==> config.mk <==
export PLATFORM = sky130hd
export DESIGN_NAME = router_buffered
export DESIGN_NICKNAME = d
export VERILOG_FILES = /design/src/rtl/pa_noc_pkg.sv /design/src/rtl/router_buffered_fifo.sv /design/src/rtl/router_buffered.sv
export SDC_FILE = /design/constraint.sdc
export NUM_CORES = 1
export LEC_CHECK = 0
export BUFFER_PORTS_ARGS = -buffer_cell sky130_fd_sc_hd__clkbuf_2
export CORE_ASPECT_RATIO = 0.9
export CORE_UTILIZATION = 45
export CTS_BUF_LIST = sky130_fd_sc_hd__clkbuf_16
export DETAILED_ROUTE_END_ITERATION = 10
export GPL_TIMING_DRIVEN = 0
export MAX_ROUTING_LAYER = met4
export SETUP_SLACK_MARGIN = 0.3
export SYNTH_ARGS = -nofsm -noshare
export SYNTH_HDL_FRONTEND = slang
export SYNTH_SLANG_ARGS = --single-unit
==> constraint.sdc <==
create_clock -name i_clk -period 6.3 [get_ports i_clk]
set_clock_uncertainty 0.15 [all_clocks]
set_input_delay 1.26 -clock i_clk [delete_from_list [all_inputs] [get_ports i_clk]]
set_output_delay 1.26 -clock i_clk [all_outputs]
set_load 0.05 [all_outputs]
==> src/rtl/pa_noc_pkg.sv <==
// Shared NoC definitions: packet width, port numbering and the XY routing function.
package pa_noc;
    localparam int APB_PACKET_WIDTH = 32;
    localparam int NUM_PORTS        = 5;

    typedef enum logic [2:0] {
        PORT_LOCAL = 3'd0,
        PORT_NORTH = 3'd1,
        PORT_SOUTH = 3'd2,
        PORT_EAST  = 3'd3,
        PORT_WEST  = 3'd4
    } port_t;

    typedef struct packed {
        logic                 drop;
        logic [NUM_PORTS-1:0] req;
    } route_t;

    // Dimension-ordered: resolve the column first, then the row.
    function automatic route_t xy_route(input int unsigned row, input int unsigned col,
                                        input int unsigned router_row, input int unsigned router_col,
                                        input int unsigned grid_width);
        route_t r;
        r.drop = 1'b0;
        r.req  = '0;
        if (row >= grid_width || col >= grid_width) r.drop = 1'b1;
        else if (col > router_col)                   r.req[PORT_EAST]  = 1'b1;
        else if (col < router_col)                   r.req[PORT_WEST]  = 1'b1;
        else if (row > router_row)                   r.req[PORT_SOUTH] = 1'b1;
        else if (row < router_row)                   r.req[PORT_NORTH] = 1'b1;
        else                                         r.req[PORT_LOCAL] = 1'b1;
        return r;
    endfunction
endpackage

==> src/rtl/router_buffered_fifo.sv <==
// Synchronous FIFO with an exposed head word; pointers carry an extra wrap bit.
module noc_fifo #(
    parameter int DEPTH = 4,
    parameter int WIDTH = 32
) (
    input  logic             clk,
    input  logic             srst,
    input  logic             push,
    input  logic             pop,
    input  logic [WIDTH-1:0] wdata,
    output logic [WIDTH-1:0] head,
    output logic             full,
    output logic             empty
);
    localparam int AW = $clog2(DEPTH);

    logic [WIDTH-1:0] mem [DEPTH];
    logic [AW:0]      wr_ptr_reg;
    logic [AW:0]      rd_ptr_reg;

    assign empty = (wr_ptr_reg == rd_ptr_reg);
    assign full  = (wr_ptr_reg[AW] != rd_ptr_reg[AW]) &&
                   (wr_ptr_reg[AW-1:0] == rd_ptr_reg[AW-1:0]);
    assign head  = mem[rd_ptr_reg[AW-1:0]];

    always_ff @(posedge clk) begin
        if (srst) begin
            wr_ptr_reg <= '0;
            rd_ptr_reg <= '0;
        end else begin
            if (push && !full)  wr_ptr_reg <= wr_ptr_reg + (AW+1)'(1);
            if (pop  && !empty) rd_ptr_reg <= rd_ptr_reg + (AW+1)'(1);
        end
    end

    always_ff @(posedge clk) begin
        if (push && !full) mem[wr_ptr_reg[AW-1:0]] <= wdata;
    end
endmodule

==> src/rtl/router_buffered.sv <==
// Five-port buffered XY mesh router: input FIFOs, per-output round-robin arbiters
// and a registered output slot per port.
module router_buffered
    import pa_noc::*;
#(
    parameter int unsigned GRID_WIDTH = 4,
    parameter int unsigned ROUTER_ROW = 0,
    parameter int unsigned ROUTER_COL = 0,
    parameter int unsigned FIFO_DEPTH = 4
) (
    input  logic                                        i_clk,
    input  logic                                        i_srst,
    input  logic [NUM_PORTS-1:0][APB_PACKET_WIDTH-1:0]  i_data,
    input  logic [NUM_PORTS-1:0]                        i_valid,
    output logic [NUM_PORTS-1:0]                        o_ready,
    output logic [NUM_PORTS-1:0][APB_PACKET_WIDTH-1:0]  o_data,
    output logic [NUM_PORTS-1:0]                        o_valid,
    input  logic [NUM_PORTS-1:0]                        i_ready,
    output logic                                        o_drop
);
    localparam int COORD_WIDTH = $clog2(GRID_WIDTH);

    logic [NUM_PORTS-1:0][APB_PACKET_WIDTH-1:0] head;
    logic [NUM_PORTS-1:0]                       full;
    logic [NUM_PORTS-1:0]                       empty;
    logic [NUM_PORTS-1:0]                       pop;
    logic [NUM_PORTS-1:0]                       drop_vec;
    route_t [NUM_PORTS-1:0]                     route;
    logic [NUM_PORTS-1:0][NUM_PORTS-1:0]        req;    // [output][input]
    logic [NUM_PORTS-1:0][NUM_PORTS-1:0]        grant;  // [output][input]
    logic                                       drop_reg;

    genvar gi;
    generate
        for (gi = 0; gi < NUM_PORTS; gi++) begin : g_in
            noc_fifo #(
                .DEPTH (FIFO_DEPTH),
                .WIDTH (APB_PACKET_WIDTH)
            ) u_fifo (
                .clk   (i_clk),
                .srst  (i_srst),
                .push  (i_valid[gi]),
                .pop   (pop[gi]),
                .wdata (i_data[gi]),
                .head  (head[gi]),
                .full  (full[gi]),
                .empty (empty[gi])
            );

            assign route[gi] = xy_route(32'(head[gi][2*COORD_WIDTH-1:COORD_WIDTH]),
                                        32'(head[gi][COORD_WIDTH-1:0]),
                                        ROUTER_ROW, ROUTER_COL, GRID_WIDTH);
            assign drop_vec[gi] = !empty[gi] && route[gi].drop;
            assign o_ready[gi]  = !full[gi];
        end
    endgenerate

    always_comb begin
        req = '0;
        for (int o = 0; o < NUM_PORTS; o++) begin
            for (int p = 0; p < NUM_PORTS; p++) begin
                req[o][p] = !empty[p] && route[p].req[o];
            end
        end
    end

    // Out-of-grid heads leave without arbitration; each head has one route, so grants never collide.
    always_comb begin
        pop = drop_vec;
        for (int o = 0; o < NUM_PORTS; o++) pop = pop | grant[o];
    end

    generate
        for (gi = 0; gi < NUM_PORTS; gi++) begin : g_out
            logic [2:0]                  ptr_reg;
            logic                        valid_reg;
            logic [APB_PACKET_WIDTH-1:0] data_reg;
            logic [2:0]                  win;
            logic                        found;
            logic                        can_load;
            logic [NUM_PORTS-1:0]        grant_loc;

            assign can_load  = !valid_reg || i_ready[gi];
            assign grant[gi] = grant_loc;
            assign o_valid[gi] = valid_reg;
            assign o_data[gi]  = data_reg;

            // Scan requesters starting at the pointer; first hit wins.
            always_comb begin
                int idx;
                idx       = 0;
                win       = '0;
                found     = 1'b0;
                grant_loc = '0;
                for (int k = 0; k < NUM_PORTS; k++) begin
                    idx = int'(ptr_reg) + k;
                    if (idx >= NUM_PORTS) idx = idx - NUM_PORTS;
                    if (!found && req[gi][idx]) begin
                        found = 1'b1;
                        win   = 3'(idx);
                    end
                end
                if (found && can_load) grant_loc[win] = 1'b1;
            end

            always_ff @(posedge i_clk) begin
                if (i_srst) begin
                    ptr_reg   <= '0;
                    valid_reg <= 1'b0;
                    data_reg  <= '0;
                end else if (found && can_load) begin
                    valid_reg <= 1'b1;
                    data_reg  <= head[win];
                    ptr_reg   <= (win == 3'(NUM_PORTS-1)) ? 3'd0 : win + 3'd1;
                end else if (i_ready[gi]) begin
                    valid_reg <= 1'b0;
                end
            end
        end
    endgenerate

    always_ff @(posedge i_clk) begin
        if (i_srst) drop_reg <= 1'b0;
        else        drop_reg <= |drop_vec;
    end

    assign o_drop = drop_reg;
endmodule
# [Word level (Yosys, flattened, before mapping)]
# Memory sizes are Yosys's and may differ from the RTL's. A register that Yosys moved wholly into a read port is not among the register bits.
# Index checks and enable logic that the tools add are counted.
[totals] regBits=210 mem_bits_rw=640 rom_bits=80 in_bits=172 elab_cells=524 memories=15
[memory_table] memory="g_in[0].u_fifo.mem" depth=4 width=32 read_ports=1 rd_ports_with_merged_regs=1 wr=1 line="router_buffered_fifo.sv:17" source="logic [WIDTH-1:0] mem [DEPTH];"
[memory_table] memory="g_in[1].u_fifo.mem" depth=4 width=32 read_ports=1 rd_ports_with_merged_regs=1 wr=1 line="router_buffered_fifo.sv:17"
[memory_table] memory="g_in[2].u_fifo.mem" depth=4 width=32 read_ports=1 rd_ports_with_merged_regs=1 wr=1 line="router_buffered_fifo.sv:17"
[memory_table] memory="g_in[3].u_fifo.mem" depth=4 width=32 read_ports=1 rd_ports_with_merged_regs=1 wr=1 line="router_buffered_fifo.sv:17"
[memory_table] memory="g_in[4].u_fifo.mem" depth=4 width=32 read_ports=1 rd_ports_with_merged_regs=1 wr=1 line="router_buffered_fifo.sv:17"
[memory_table] memory="(name not given)" depth=8 width=1 read_ports=1 rd_ports_with_merged_regs=0 wr=0 line="router_buffered.sv:98" source="if (!found && req[gi][idx]) begin"
[memory_table] memory="+9 memories"
[op_classes] addsub=60 magnitude_cmp=70 eq_ne=20 n_mux=225 n_bitwise=4 reduce_logical=105
[ops] op="$mux W32" n=30
[ops] op="$lt A32 B5 Y1 const B" n=25
[ops] op="$bmux W32 S3" n=5
[ops] op="$mux W1" n=125
[ops] op="$sub A4 B3 Y5 const B" n=20
[ops] op="$mux W3" n=30
[ops] op="$ge A4 B3 Y1 const B" n=20
[ops] op="$logic_and A1 B1 Y1" n=60
[ops] op="$add A3 B1 Y3 const B" n=15
[ops] op="$bmux W1 S3" n=15
[ops] op="$add A3 B2 Y4 const B" n=10
[ops] op="$logic_not A1 Y1" n=35
[ops] op="$mux W5" n=5
[ops] op="$add A3 B1 Y4 const B" n=5
[ops] op="$add A3 B3 Y4 const B" n=5
[ops] op="$gt A2 B1 Y1 const B" n=10
[ops] op="$lt A3 B4 Y1 const B" n=5
[ops] op="$mux W2" n=10
[ops] op="$or A5 B5 Y5" n=4
[ops] op="$sub A3 B3 Y4 const B" n=5
[ops] op="$demux W1 S3" n=5
[ops] op="$eq A3 B3 Y1" n=5
[ops] op="$eq A3 B3 Y1 const B" n=5
[ops] op="$ge A3 B1 Y1 const B" n=5
[ops] op="other kinds (5)" n=25

# [Longest topological paths before layout]
# Gate-level depths: netlist of the first run.
[logic_depth] depth_word=32 depth_mapped=22 mapped_depth_nobuf=17

# [Hierarchy]
# From an unflattened synthesis of the first run, not the netlist that was laid out.
[hier_totals] cells_unflattened=2835 area_unflattened_um2=38303.0
[modules_own_cells] module="noc_fifo" instances=5 cells_each=235 area_per_inst_um2=5177.5 seq_area_each_um2=4003.8
[modules_own_cells] module="router_buffered" instances=1 cells_each=1660 area_per_inst_um2=12415.7 seq_area_each_um2=2162.1

# [Worst setup path before layout of the first run]
# OpenSTA, ideal clock, no wires.
[synth_path] path_type="register to register" startpoint="register g_out[0].ptr_reg[0]" endpoint="register g_out[0].ptr_reg[2]" t_arrival_ns=4.485 t_required_ns=6.064 setup_slack_ns=1.580 stages_incl_launch_ff=20 path_buffers=2 synth_period_minus_slack_ns=4.720 cell_sequence="dfxtp_1 buf_2 inv_1 ha_1 inv_1 ha_1 o31a_1 o22ai_1 nor3_1 a2111oi_2 o32ai_1 or4b_4 or2b_4 mux2i_1 clkbuf_1 inv_1 ha_1 nor2_1 mux2i_1 a211oi_1"
[synth_via] elab_chain_len=20 elab_cells_between_ends=56 classes_between="10 x add/sub; 5 x order compare; 1 x eq/ne; 31 x mux; 9 x reduce/logical"
[synth_lines] item="from (decl)" line="router_buffered.sv:75" source="logic [2:0] ptr_reg;"
[synth_lines] item="from (signal assigned)" line="router_buffered.sv:114" source="ptr_reg <= (win == 3'(NUM_PORTS-1)) ? 3'd0 : win + 3'd1;"
[synth_lines] item="branches (longest 20 deep; another with $sub A4 B3 Y5)"
# Parallel ways; which one is timed is not known. The select of a mux whose other input is x is not followed.
# A chain may end at the register's enable or synchronous reset.

# [Worst setup path in the final report of the first run]
[layout_path] startpoint="register g_out[0].ptr_reg[1]" endpoint="register g_out[0].ptr_reg[2]"
# The elaborated chain is that of the path after synthesis.

==> results of run 1 <==
-- synth_stat cells, types with 28 or more instances --
| cell | number | area (sq um) |
|---|---|---|
| sky130_fd_sc_hd__buf_4 | 76 | 571 |
| sky130_fd_sc_hd__mux2i_1 | 152 | 1520 |
| sky130_fd_sc_hd__nand2_1 | 110 | 413 |
| sky130_fd_sc_hd__inv_1 | 30 | 113 |
| sky130_fd_sc_hd__edfxtp_1 | 640 | 19200 |
| sky130_fd_sc_hd__xnor2_1 | 35 | 307 |
| sky130_fd_sc_hd__mux2_1 | 28 | 315 |
| sky130_fd_sc_hd__o22a_1 | 34 | 298 |
| sky130_fd_sc_hd__nand3_1 | 39 | 195 |
| sky130_fd_sc_hd__mux4_2 | 160 | 3600 |
| sky130_fd_sc_hd__and3_1 | 30 | 188 |
| sky130_fd_sc_hd__nor2_1 | 161 | 604 |
| sky130_fd_sc_hd__clkbuf_1 | 111 | 417 |
| sky130_fd_sc_hd__o21ai_0 | 53 | 265 |
| sky130_fd_sc_hd__a21oi_1 | 80 | 400 |
| sky130_fd_sc_hd__a311oi_1 | 59 | 517 |
| sky130_fd_sc_hd__o211ai_1 | 34 | 255 |
| sky130_fd_sc_hd__ha_1 | 64 | 801 |
| sky130_fd_sc_hd__dfxtp_1 | 148 | 2960 |
| sky130_fd_sc_hd__nor3_1 | 41 | 205 |
-- cell families after synthesis --
logic type	count (synthesis)
AND/OR/NAND/NOR	544
XOR/XNOR	54
adder cells (fa/ha/maj)	64
flip-flops	788
multiplexers	351
AO/OA/AOI/OAI	480
other	1
buffers and inverters	262
-- timing repair --
| action | 4_1_cts | 5_1_grt |
|---|---|---|
| setup endpoints to repair | 2 | 89 |
| hold buffers | 0 | 0 |
| resized for setup | 1 | 21 |
-- power groups by stage --
stage	clock [mW]	sequential, mW	combinational, mW
after global routing	5.23	6.76	14.8
after global placement	0	6.79	13.6
after floorplan	0	7.33	8.85
final	4.98	6.72	14.2
after CTS	5.06	6.70	13.8
after detailed placement	0	6.81	13.7
-- cell type report --
cell class              instances  area [sq um]  share of cell area [%]
clock inverters                68           636                    1.48
inverters                      32           123                   0.285
flip-flops and latches        788         22200                    51.6
plain buffers                 230          1300                    3.02
multi-input cells            1560         13700                    31.9
clock buffers                  86          2150                    5.00
diodes                          1          2.50                 0.00582
repair buffers                282          1560                    3.63
well taps                    1060          1330                    3.08
-- worst reg2reg max path, stage by stage (launching register included) --
cell and delay [ns]:
sky130_fd_sc_hd__dfxtp_1 0.68, sky130_fd_sc_hd__inv_1 0.32, sky130_fd_sc_hd__ha_1 0.50, sky130_fd_sc_hd__buf_2 0.29, sky130_fd_sc_hd__nand2_1 0.17, sky130_fd_sc_hd__o22ai_2 0.34
sky130_fd_sc_hd__nor3_1 0.10, sky130_fd_sc_hd__a2111oi_2 0.42, sky130_fd_sc_hd__o32ai_1 0.21, sky130_fd_sc_hd__or4b_4 0.55, sky130_fd_sc_hd__or2b_4 0.31, sky130_fd_sc_hd__o21ai_1 0.50
sky130_fd_sc_hd__clkbuf_1 0.60, sky130_fd_sc_hd__mux2i_1 0.30, sky130_fd_sc_hd__a211oi_1 0.09
-- worst paths after layout --
check                                          start                   end  slack (ns)  cells after the start
worst max-delay path             g_out[0].ptr_reg[1]   g_out[0].ptr_reg[2]        0.57                     14
worst min-delay path            g_out[0].data_reg[0]  g_out[0].data_reg[0]        0.31                      1
worst max register to register   g_out[0].ptr_reg[1]   g_out[0].ptr_reg[2]        0.57                     14
worst min register to register  g_out[0].data_reg[0]  g_out[0].data_reg[0]        0.31                      1
-- per-stage QoR --
stage / total power [mW] / hold slack, ns / setup WS, ns / cells
finish: 25.9 / 0.310 / 0.569 / 4107
global route: 26.8 / 0.339 / 0.327 / 4107
CTS: 25.6 / 0.313 / 0.365 / 4106
detailed placement: 20.5 / 0.293 / 0.226 / 3952
global placement: 20.4 / 0.292 / 0.146 / 3942
floorplan: 16.2 / 0.324 / 1.58 / 2610
-- layer usage --
layer	vias to the layer above	wire [microns]	part of all wire, %	track usage (%)
met3	214	8690	7.4	4.48
met1	12740	48700	41	38.2
met4	0	4710	4.0	11.0
li1	10881	-	-	-
met5	-	0	0	-
met2	1060	55700	47	45.0
==> flow_summary.rst, run 1 <==
.. list-table::
   :header-rows: 1

   * - Metric
     - Value
   * - Overall Global Routing Usage
     - between 20 and 30%
   * - Die width
     - 304 microns
   * - Setup repair after global routing missed its margin
     - false
   * - Largest register FFs
     - 640
   * - Pin count of the biggest net entering global routing
     - 33
   * - Setup total negative slack
     - 0 ns
   * - Clock Root Buffer
     - sky130_fd_sc_hd__clkbuf_16
   * - Die Outline Area
     - around 0.083 sq mm
   * - Net load switching power
     - ~12 mW
   * - Synth Flop Type
     - sky130_fd_sc_hd__edfxtp_1
   * - Total standard cell area after synthesis
     - ~0.037 sq mm
   * - Worst-margin pin slew
     - 1.20 ns
   * - I/O pin cnt
     - 343
   * - Post-synthesis average cell area
     - between 10 and 15 sq um
   * - Post-Synth Simple-Gate Area
     - under 10%
   * - CTS tree
     - yes
   * - Initial antenna violation count
     - 1
   * - Leading cell types in the layout, fill and taps excluded
     - sky130_fd_sc_hd__edfxtp_1, sky130_fd_sc_hd__clkbuf_2, sky130_fd_sc_hd__nor2_1, sky130_fd_sc_hd__mux4_2, sky130_fd_sc_hd__mux2i_1
   * - Final setup fails
     - 0
   * - Number of max-cap violations
     - 0
   * - ANT nets after route
     - 0
   * - Max FO, Critical Path
     - 13
   * - Post-synthesis adder-cell area fraction
     - roughly 2.2%
   * - Internal power
     - 14.2 mW
   * - Launching element type of the critical path
     - flop
   * - IO buf count
     - between 200 and 300
   * - Relative contribution of sequential cells to total power
     - between 20% and 30%
   * - Drt wl/cell
     - roughly 29 microns
   * - Post-synthesis register bit count
     - between 700 and 800
   * - Post-synth ARST share
     - 0%
   * - Routability congestion estimate
     - between 0.9 and 1
   * - Clock latency reported for the late side of the worst-skew pair
     - around 0.66 ns
   * - Run status
     - completed
   * - Post-layout min period
     - 5.73 ns
   * - Combinational cell fraction of total power
     - 54.8%
   * - Synthesized instance count
     - ~2500
   * - Highest attainable clock frequency
     - about 170 MHz
   * - Ordered list of cells on the worst path
     - inv_1 > ha_1 > buf_2 > nand2_1 > o22ai_2 > nor3_1 > a2111oi_2 > o32ai_1 > or4b_4 > or2b_4 > o21ai_1 > clkbuf_1 > mux2i_1 > a211oi_1
   * - Largest delay contributor family on the critical path
     - compound AO/OA/AOI/OAI gates
   * - Fraction of synthesized cell area in xor and xnor cells
     - ~1.3%
   * - Slew Viols, Final
     - 0
   * - Area of all placed cells without fillers
     - between 0.04 and 0.05 sq mm
   * - Total Nets Final
     - between 3000 and 4000
   * - Arrival time worst endpoint
     - 6.04 ns
   * - Sum of overflow across all layers after global routing
     - 0
   * - Maximum VDD drop
     - 754 uV
   * - Number of H-tree levels
     - 3
   * - Worst Setup Path Type
     - flop to flop
   * - Biggest cell delay along the critical path
     - around 0.68 ns
   * - Slowest cell on crit path
     - sky130_fd_sc_hd__dfxtp_1
   * - Ys Warns
     - 0
   * - Ratio of cells with drive above 1 in the final layout
     - 25.9%
   * - Slew Limit Headroom
     - about a fifth
   * - Starting density of the core
     - roughly 46%
   * - Layout overhead on the synthesized area
     - 16.2%
   * - Standard-cell rows
     - 99
   * - Clock transition at path regs
     - roughly 0.070 ns
   * - Final routed wirelength across all metal layers
     - ~120 mm
   * - Number of enable flip-flop cells after synthesis
     - between 600 and 700
   * - Power per standard cell area
     - 602 mW/mm^2
   * - Class of the tightest hold or removal check
     - flop to flop
   * - Leakage
     - 15.3 nW
   * - Switching share of power
     - between 40% and 50%
   * - Height of the die
     - between 200 and 300 microns
   * - Fraction of synthesized area in multiplexers
     - roughly 15%
   * - Crit path required time
     - 6.61 ns
   * - Clock tree sinks
     - roughly 800
   * - Starting DRC count in detailed routing
     - 2414
   * - Number of buffers added by the clock tree synthesis step
     - 83
   * - Sum of buffers and inverters on the critical path
     - 3
   * - Final critical-path share of the clock period
     - 91.0%
   * - Dominant combinational cell family by area after synthesis
     - multiplexers
   * - Number of library cell types mapped by synthesis
     - between 100 and 150
   * - Number of detailed-routing iterations run before antenna repair
     - 6
   * - CTS max path bufs
     - 3
   * - Number of global-route vias before repair
     - about 24000
   * - Buffer count from post-CTS setup fixing
     - 0
   * - Core box area
     - a little over 0.08 sq mm
   * - Final-layout fill cell count
     - about 6800
   * - Sequential cell area fraction in the yosys report
     - between 50% and 60%
   * - Vias/cell
     - just over 6
   * - Clock power share
     - between 10% and 20%
   * - Layout Utilization
     - between 50% and 60%
   * - Estimated wirelength of the detail-placed design
     - 88.5 mm
   * - Type of element capturing the critical path
     - flop
   * - Fin. Hold Viols
     - 0
   * - Most common library cell in the layout ignoring fill and taps
     - sky130_fd_sc_hd__edfxtp_1
   * - Placed instance area
     - ~0.040 sq mm
   * - Wire length of the first global-routing pass
     - 168 mm
   * - Number of vias in the routed layout
     - roughly 25000
   * - Compound-Gate Fraction of Synth Area
     - 10.1%
   * - DRC violations left
     - 0
(Power assumes the default switching activity.)
==> run 2, diff against run 1 <==
--- a/config.mk
+++ b/config.mk
@@ -6,12 +6,15 @@
 export NUM_CORES = 1
 export LEC_CHECK = 0
 export BUFFER_PORTS_ARGS = -buffer_cell sky130_fd_sc_hd__clkbuf_2
+export CELL_PAD_IN_SITES_DETAIL_PLACEMENT = 1
+export CELL_PAD_IN_SITES_GLOBAL_PLACEMENT = 1
 export CORE_ASPECT_RATIO = 0.9
 export CORE_UTILIZATION = 45
 export CTS_BUF_LIST = sky130_fd_sc_hd__clkbuf_16
 export DETAILED_ROUTE_END_ITERATION = 10
 export GPL_TIMING_DRIVEN = 0
 export MAX_ROUTING_LAYER = met4
+export PLACE_DENSITY_LB_ADDON = 0.1
 export SETUP_SLACK_MARGIN = 0.3
 export SYNTH_ARGS = -nofsm -noshare
 export SYNTH_HDL_FRONTEND = slang
==> run 2 against run 1 <==
Against the previous run: sequential power up 0.6%; critical endpoint is now g_out[3].ptr_reg[2]; highest routed layer unchanged; die area unchanged; global-route usage up 2.1 points; worst hold slack worse by 0.0048 ns; power up 1.3%; register-to-register slack worse by 0.13 ns.
==> flow_summary.rst, run 2 (same netlist as run 1, synthesis figures left out) <==
.. list-table::
   :header-rows: 1

   * - Metric
     - Value
   * - Routability congestion estimate
     - between 0.9 and 1
   * - Worst-margin pin slew
     - around 1.2 ns
   * - Standard-cell rows
     - 99
   * - Drt wl/cell
     - approximately 31 microns
   * - Clock transition at path regs
     - 0.06 ns
   * - Launching element type of the critical path
     - flop
   * - Number of detailed-routing iterations run before antenna repair
     - 5
   * - Die Outline Area
     - approximately 0.083 sq mm
   * - Worst Setup Path Type
     - flop to flop
   * - Setup repair after global routing missed its margin
     - true
   * - Slew Limit Headroom
     - between 20% and 30%
   * - Die width
     - between 300 and 400 microns
   * - Cell depth of the worst hold path
     - 1
   * - Clock latency reported for the late side of the worst-skew pair
     - approximately 0.67 ns
   * - Arrival time worst endpoint
     - between 6 and 7 ns
   * - Number of H-tree levels
     - 3
   * - Height of the die
     - ~270 microns
   * - Class of the tightest hold or removal check
     - flop to flop
   * - Vias/cell
     - between 6 and 7
   * - Sum of overflow across all layers after global routing
     - 0
   * - CTS tree
     - yes
   * - Final routed wirelength across all metal layers
     - 127 mm
   * - Number of max-cap violations
     - 0
   * - Leading cell types in the layout, fill and taps excluded
     - sky130_fd_sc_hd__edfxtp_1, sky130_fd_sc_hd__clkbuf_2, sky130_fd_sc_hd__nor2_1, sky130_fd_sc_hd__mux4_2, sky130_fd_sc_hd__mux2i_1
   * - Buffer count from post-CTS setup fixing
     - 0
   * - Layout overhead on the synthesized area
     - 16.7%
   * - ANT nets after route
     - 0
   * - Type of element capturing the critical path
     - flop
   * - Setup total negative slack
     - 0 ns
   * - Leakage
     - between 15 and 20 nW
   * - Starting DRC count in detailed routing
     - about 2300
   * - Power per standard cell area
     - just over 600 mW/mm^2
   * - Number of hold buffers added after CTS
     - 0
   * - Worst hold slack
     - between 0.3 and 0.4 ns
   * - Biggest cell delay along the critical path
     - 0.72 ns
   * - Layout Utilization
     - a little over half
   * - Number of global-route vias before repair
     - 25520
   * - Met2 track demand over resource in global routing
     - between 40% and 50%
   * - Overall Global Routing Usage
     - a little under a third
   * - Largest delay contributor family on the critical path
     - simple AND/OR/NAND/NOR gates
   * - Crit path required time
     - approximately 6.7 ns
   * - Initial antenna violation count
     - 5
   * - Number of cells on the critical path
     - 17
   * - IO buf count
     - about 270
   * - Highest attainable clock frequency
     - 171 MHz
   * - Number of vias in the routed layout
     - 25256
   * - Ordered list of cells on the worst path
     - clkbuf_1 > inv_1 > ha_1 > a2111oi_0 > mux2i_1 > a21oi_1 > o32a_1 > nor2b_1 > nand2_2 > or4b_1 > nand2_1 > clkbuf_2 > inv_1 > ha_1 > nor2_1 > mux2i_1 > a211oi_1
   * - Gr busiest metal
     - met2
   * - Maximum VDD drop
     - between 700 and 800 uV
   * - Most common library cell in the layout ignoring fill and taps
     - sky130_fd_sc_hd__edfxtp_1
   * - Slew Viols, Final
     - 0
   * - Number of buffers added by the clock tree synthesis step
     - 85
   * - Tot Pwr
     - 26.2 mW
   * - Core box area
     - 0.0813 sq mm
   * - CTS max path bufs
     - 3
   * - I/O pin cnt
     - approximately 340
   * - Met3 GRT Util
     - under 10%
   * - Fin. Hold Viols
     - 0
   * - Met1 capacity usage during global routing
     - 41.0%
   * - Starting density of the core
     - a little under half
   * - Wire length of the first global-routing pass
     - 181 mm
   * - Estimated wirelength of the detail-placed design
     - about 95 mm
   * - Total Nets Final
     - ~3200
   * - Clock tree sinks
     - roughly 790
   * - Number of cells traversed by the worst register-to-register path
     - 17
   * - Largest register FFs
     - 640
   * - Final setup fails
     - 0
   * - Total of cells resized after clock tree synthesis
     - 4
   * - DRC violations left
     - 0
   * - Cell Count, Final, Fillers Out
     - around 4100
   * - Clock Root Buffer
     - sky130_fd_sc_hd__clkbuf_16
   * - Ratio of cells with drive above 1 in the final layout
     - between 20% and 30%
   * - Post-layout min period
     - between 5 and 6 ns
   * - Max FO, Critical Path
     - 10
   * - Final critical-path share of the clock period
     - 93.1%
   * - Placed cells
     - 3958
   * - Run status
     - completed
   * - Pin count of the biggest net entering global routing
     - 33
   * - Slowest cell on crit path
     - sky130_fd_sc_hd__a2111oi_0
   * - Final-layout fill cell count
     - between 7000 and 8000
   * - Sum of buffers and inverters on the critical path
     - 4
## run 2: area by class of cell
type                    count  area [sq um]  share of cell area (%)
inverters                  32           123                   0.284
multi-input cells        1560         13700                    31.8
flip-flops and latches    788         22200                    51.4
clock inverters            70           672                    1.56
plain buffers             230          1300                    3.01
diodes                      4          10.0                  0.0232
well taps                1060          1330                    3.07
repair buffers            288          1700                    3.93
clock buffers              85          2130                    4.93
## run 2: worst paths after layout
| path | from | endpoint | slack [ns] |
|---|---|---|---|
| worst max-delay path | g_out[3].ptr_reg[2] | g_out[3].ptr_reg[2] | 0.44 |
| worst min-delay path | g_out[0].data_reg[3] | g_out[0].data_reg[3] | 0.30 |
| worst max register to register | g_out[3].ptr_reg[2] | g_out[3].ptr_reg[2] | 0.44 |
| worst min register to register | g_out[0].data_reg[3] | g_out[0].data_reg[3] | 0.30 |
## run 2: stage by stage
step / area [sq um] / setup slack, ns
3_5_place_dp: 40300 / 0.105
6_report: 43200 / 0.437
2_1_floorplan: 37300 / 1.58
5_1_grt: 43200 / 0.171
3_3_place_gp: 39900 / 0.141
4_1_cts: 43100 / 0.290
## run 2: routing by layer
layer	wire length [microns]	up-vias
met5	0	-
met4	4810	0
met3	7550	205
met2	61300	1010
met1	53400	13156
li1	-	10885
## run 2: power by group
part | internal [mW] | switching (mW) | total [mW]
logic | 5.00 | 9.49 | 14.5
registers | 6.29 | 0.477 | 6.76
clock network | 2.82 | 2.17 | 4.98
total | 14.1 | 12.1 | 26.2
==> run 3, diff against run 2 <==
--- a/config.mk
+++ b/config.mk
@@ -10,7 +10,6 @@
 export CELL_PAD_IN_SITES_GLOBAL_PLACEMENT = 1
 export CORE_ASPECT_RATIO = 0.9
 export CORE_UTILIZATION = 45
-export CTS_BUF_LIST = sky130_fd_sc_hd__clkbuf_16
 export DETAILED_ROUTE_END_ITERATION = 10
 export GPL_TIMING_DRIVEN = 0
 export MAX_ROUTING_LAYER = met4
==> run 3 against run 2 <==
Against the previous run: via count about the same; critical path depth unchanged; design area did not move; power barely moved; core utilization stayed put; routed wire length is 0.17% lower; non-clock buffer count is the same; clock power about the same; first-iteration DRC count increased by 1.7%; worst hold slack hardly changed; sequential cell count unchanged; fmax up 0.32%.
==> flow_summary.rst, run 3 (same netlist as run 1, synthesis figures left out) <==
.. list-table::
   :header-rows: 1

   * - Metric
     - Value
   * - Clock transition at path regs
     - approximately 0.060 ns
   * - Setup total negative slack
     - 0 ns
   * - Number of buffers added by the clock tree synthesis step
     - 85
   * - Run status
     - completed
   * - Routability congestion estimate
     - ~0.94
   * - CTS tree
     - yes
   * - Final critical-path share of the clock period
     - ~90%
   * - Number of H-tree levels
     - 3
   * - Worst hold start
     - g_out[0].data_reg[3]
   * - Sum of overflow across all layers after global routing
     - 0
   * - Number of vias in the routed layout
     - 25269
   * - Die Outline Area
     - roughly 0.083 sq mm
   * - ANT nets after route
     - 0
   * - Biggest cell delay along the critical path
     - between 0.7 and 0.8 ns
   * - Overall Global Routing Usage
     - between 30% and 40%
   * - Leakage
     - between 15 and 20 nW
   * - Ratio of cells with drive above 1 in the final layout
     - 26.0%
   * - Final worst-path setup slack
     - 0.456 ns
   * - Reg-to-Reg Start
     - g_out[3].ptr_reg[2]
   * - Slew Limit Headroom
     - ~23%
   * - Tot Pwr
     - ~26 mW
   * - Cell depth of the worst hold path
     - 1
   * - Number of detailed-routing iterations run before antenna repair
     - 6
   * - Fin. Hold Viols
     - 0
   * - Final-layout fill cell count
     - 7991
   * - Die width
     - slightly above 300 microns
   * - Area used by multi-input combinational logic
     - between 0.01 and 0.015 sq mm
   * - DRC violations left
     - 0
   * - Height of the die
     - between 200 and 300 microns
   * - Drt wl/cell
     - ~31 microns
   * - Cell Count, Final, Fillers Out
     - around 4100
   * - Highest attainable clock frequency
     - about 170 MHz
   * - Post-layout min period
     - 5.84 ns
   * - Flop-to-flop setup slack
     - between 0.4 and 0.5 ns
   * - Type of element capturing the critical path
     - flop
   * - Leading cell types in the layout, fill and taps excluded
     - sky130_fd_sc_hd__edfxtp_1, sky130_fd_sc_hd__clkbuf_2, sky130_fd_sc_hd__nor2_1, sky130_fd_sc_hd__mux4_2, sky130_fd_sc_hd__mux2i_1
   * - Wire length of the first global-routing pass
     - approximately 180 mm
   * - Slowest cell on crit path
     - sky130_fd_sc_hd__a2111oi_0
   * - Number of max-cap violations
     - 0
   * - Starting DRC count in detailed routing
     - about 2300
   * - Setup repair after global routing missed its margin
     - true
   * - Crit path required time
     - 6.69 ns
   * - Buffer count from post-CTS setup fixing
     - 0
   * - Ordered list of cells on the worst path
     - clkbuf_1 > inv_1 > ha_1 > a2111oi_0 > mux2i_1 > a21oi_1 > o32a_1 > nor2b_1 > nand2_2 > or4b_1 > nand2_1 > clkbuf_2 > inv_1 > ha_1 > nor2_1 > mux2i_1 > a211oi_1
   * - Layout overhead on the synthesized area
     - 16.7%
   * - Class of the tightest hold or removal check
     - flop to flop
   * - Vias/cell
     - ~6.1
   * - Maximum VDD drop
     - 724 uV
   * - CTS max path bufs
     - 3
   * - Clock tree sinks
     - 788
   * - Slew Viols, Final
     - 0
   * - Pin count of the biggest net entering global routing
     - 33
   * - Core box area
     - 0.0813 sq mm
   * - Estimated wirelength of the detail-placed design
     - ~95 mm
   * - Standard-cell rows
     - 99
   * - Worst Setup Path Type
     - flop to flop
   * - Layout Utilization
     - 53.1%
   * - Max FO, Critical Path
     - 10
   * - End of the worst register-to-register path
     - g_out[3].ptr_reg[2]
   * - Clock Root Buffer
     - sky130_fd_sc_hd__clkbuf_16
   * - Starting density of the core
     - ~46%
   * - Terminating pin of the worst hold path
     - g_out[0].data_reg[3]
   * - Setup WS pre-CTS
     - 0.105 ns
   * - Power per standard cell area
     - roughly 600 mW/mm^2
   * - Largest register FFs
     - 640
   * - Number of cells traversed by the worst register-to-register path
     - 17
   * - Number of global-route vias before repair
     - roughly 26000
   * - Worst-margin pin slew
     - approximately 1.2 ns
   * - Register Area
     - between 0.02 and 0.025 sq mm
   * - Initial antenna violation count
     - 5
   * - Launching element type of the critical path
     - flop
   * - Placed cells
     - about 4000
   * - Total Nets Final
     - between 3000 and 4000
   * - Final routed wirelength across all metal layers
     - between 100 and 150 mm
   * - I/O pin cnt
     - roughly 340
   * - Clock latency reported for the late side of the worst-skew pair
     - 0.67 ns
   * - Arrival time worst endpoint
     - ~6.2 ns
   * - Most common library cell in the layout ignoring fill and taps
     - sky130_fd_sc_hd__edfxtp_1
   * - Final setup fails
     - 0
   * - IO buf count
     - 272
## run 3: changes by cell type in the layout (fill, tap and decap cells not counted), sizes merged
cell | before | now
clkbuf | 469 | 487
inv | 52 | 34
## run 3: through the flow
| step | hold WS (ns) | area [sq um] |
|---|---|---|
| after floorplan | 0.324 | 37300 |
| after global placement | 0.296 | 39900 |
| after detailed placement | 0.299 | 40300 |
| after CTS | 0.311 | 43100 |
| after global routing | 0.316 | 43200 |
| final | 0.305 | 43200 |
## run 3: routing by layer
layer | part of all wire, % | global-route usage (%)
met2 | 48 | 49.3
met3 | 5.8 | 3.60
met5 | 0 | -
met4 | 3.9 | 11.4
met1 | 42 | 41.0
## run 3: power breakdown
part           internal [mW]  leakage, nW  total, mW  switching [mW]
registers               6.29         7.10       6.76           0.475
clock network           2.85         1.34       5.01            2.16
logic                   5.00         6.89       14.5            9.48
## run 3: worst max path at each step
stage,cells past startpoint,startpoint,to,slack (ns)
after global placement,18,g_out[0].ptr_reg[0],g_out[0].ptr_reg[2],0.14
after floorplan,19,g_out[0].ptr_reg[0],g_out[0].ptr_reg[2],1.58
after global routing,17,g_out[3].ptr_reg[2],g_out[3].ptr_reg[2],0.17
after CTS,16,g_out[3].ptr_reg[1],g_out[3].ptr_reg[2],0.29
after detailed placement,16,g_out[3].ptr_reg[1],g_out[3].ptr_reg[2],0.11
final,17,g_out[3].ptr_reg[2],g_out[3].ptr_reg[2],0.46
## run 3: final cells by class
class	instances	share of cell area [%]
antenna	4	0.0232
buffer	230	3.01
clock buffer	103	5.08
clock inverter	52	1.40
inverter	32	0.284
multi-input combinational	1560	31.8
sequential	788	51.4
tap	1060	3.07
timing repair buffer	288	3.93
## run 3: what timing repair did
item | 4_1_cts | 5_1_grt
resized for setup | 4 | 17
hold buffers | 0 | 0
setup endpoints to repair | 8 | 87
## run 3: critical path: cells and delay by family, from the launching register on
kind	cells	cell delay (ns)
buf+inv	4	1.19
compound gates	4	1.54
simple gates	5	1.63
mux	2	0.24
flops	1	0.48
fa+ha+maj	2	0.49
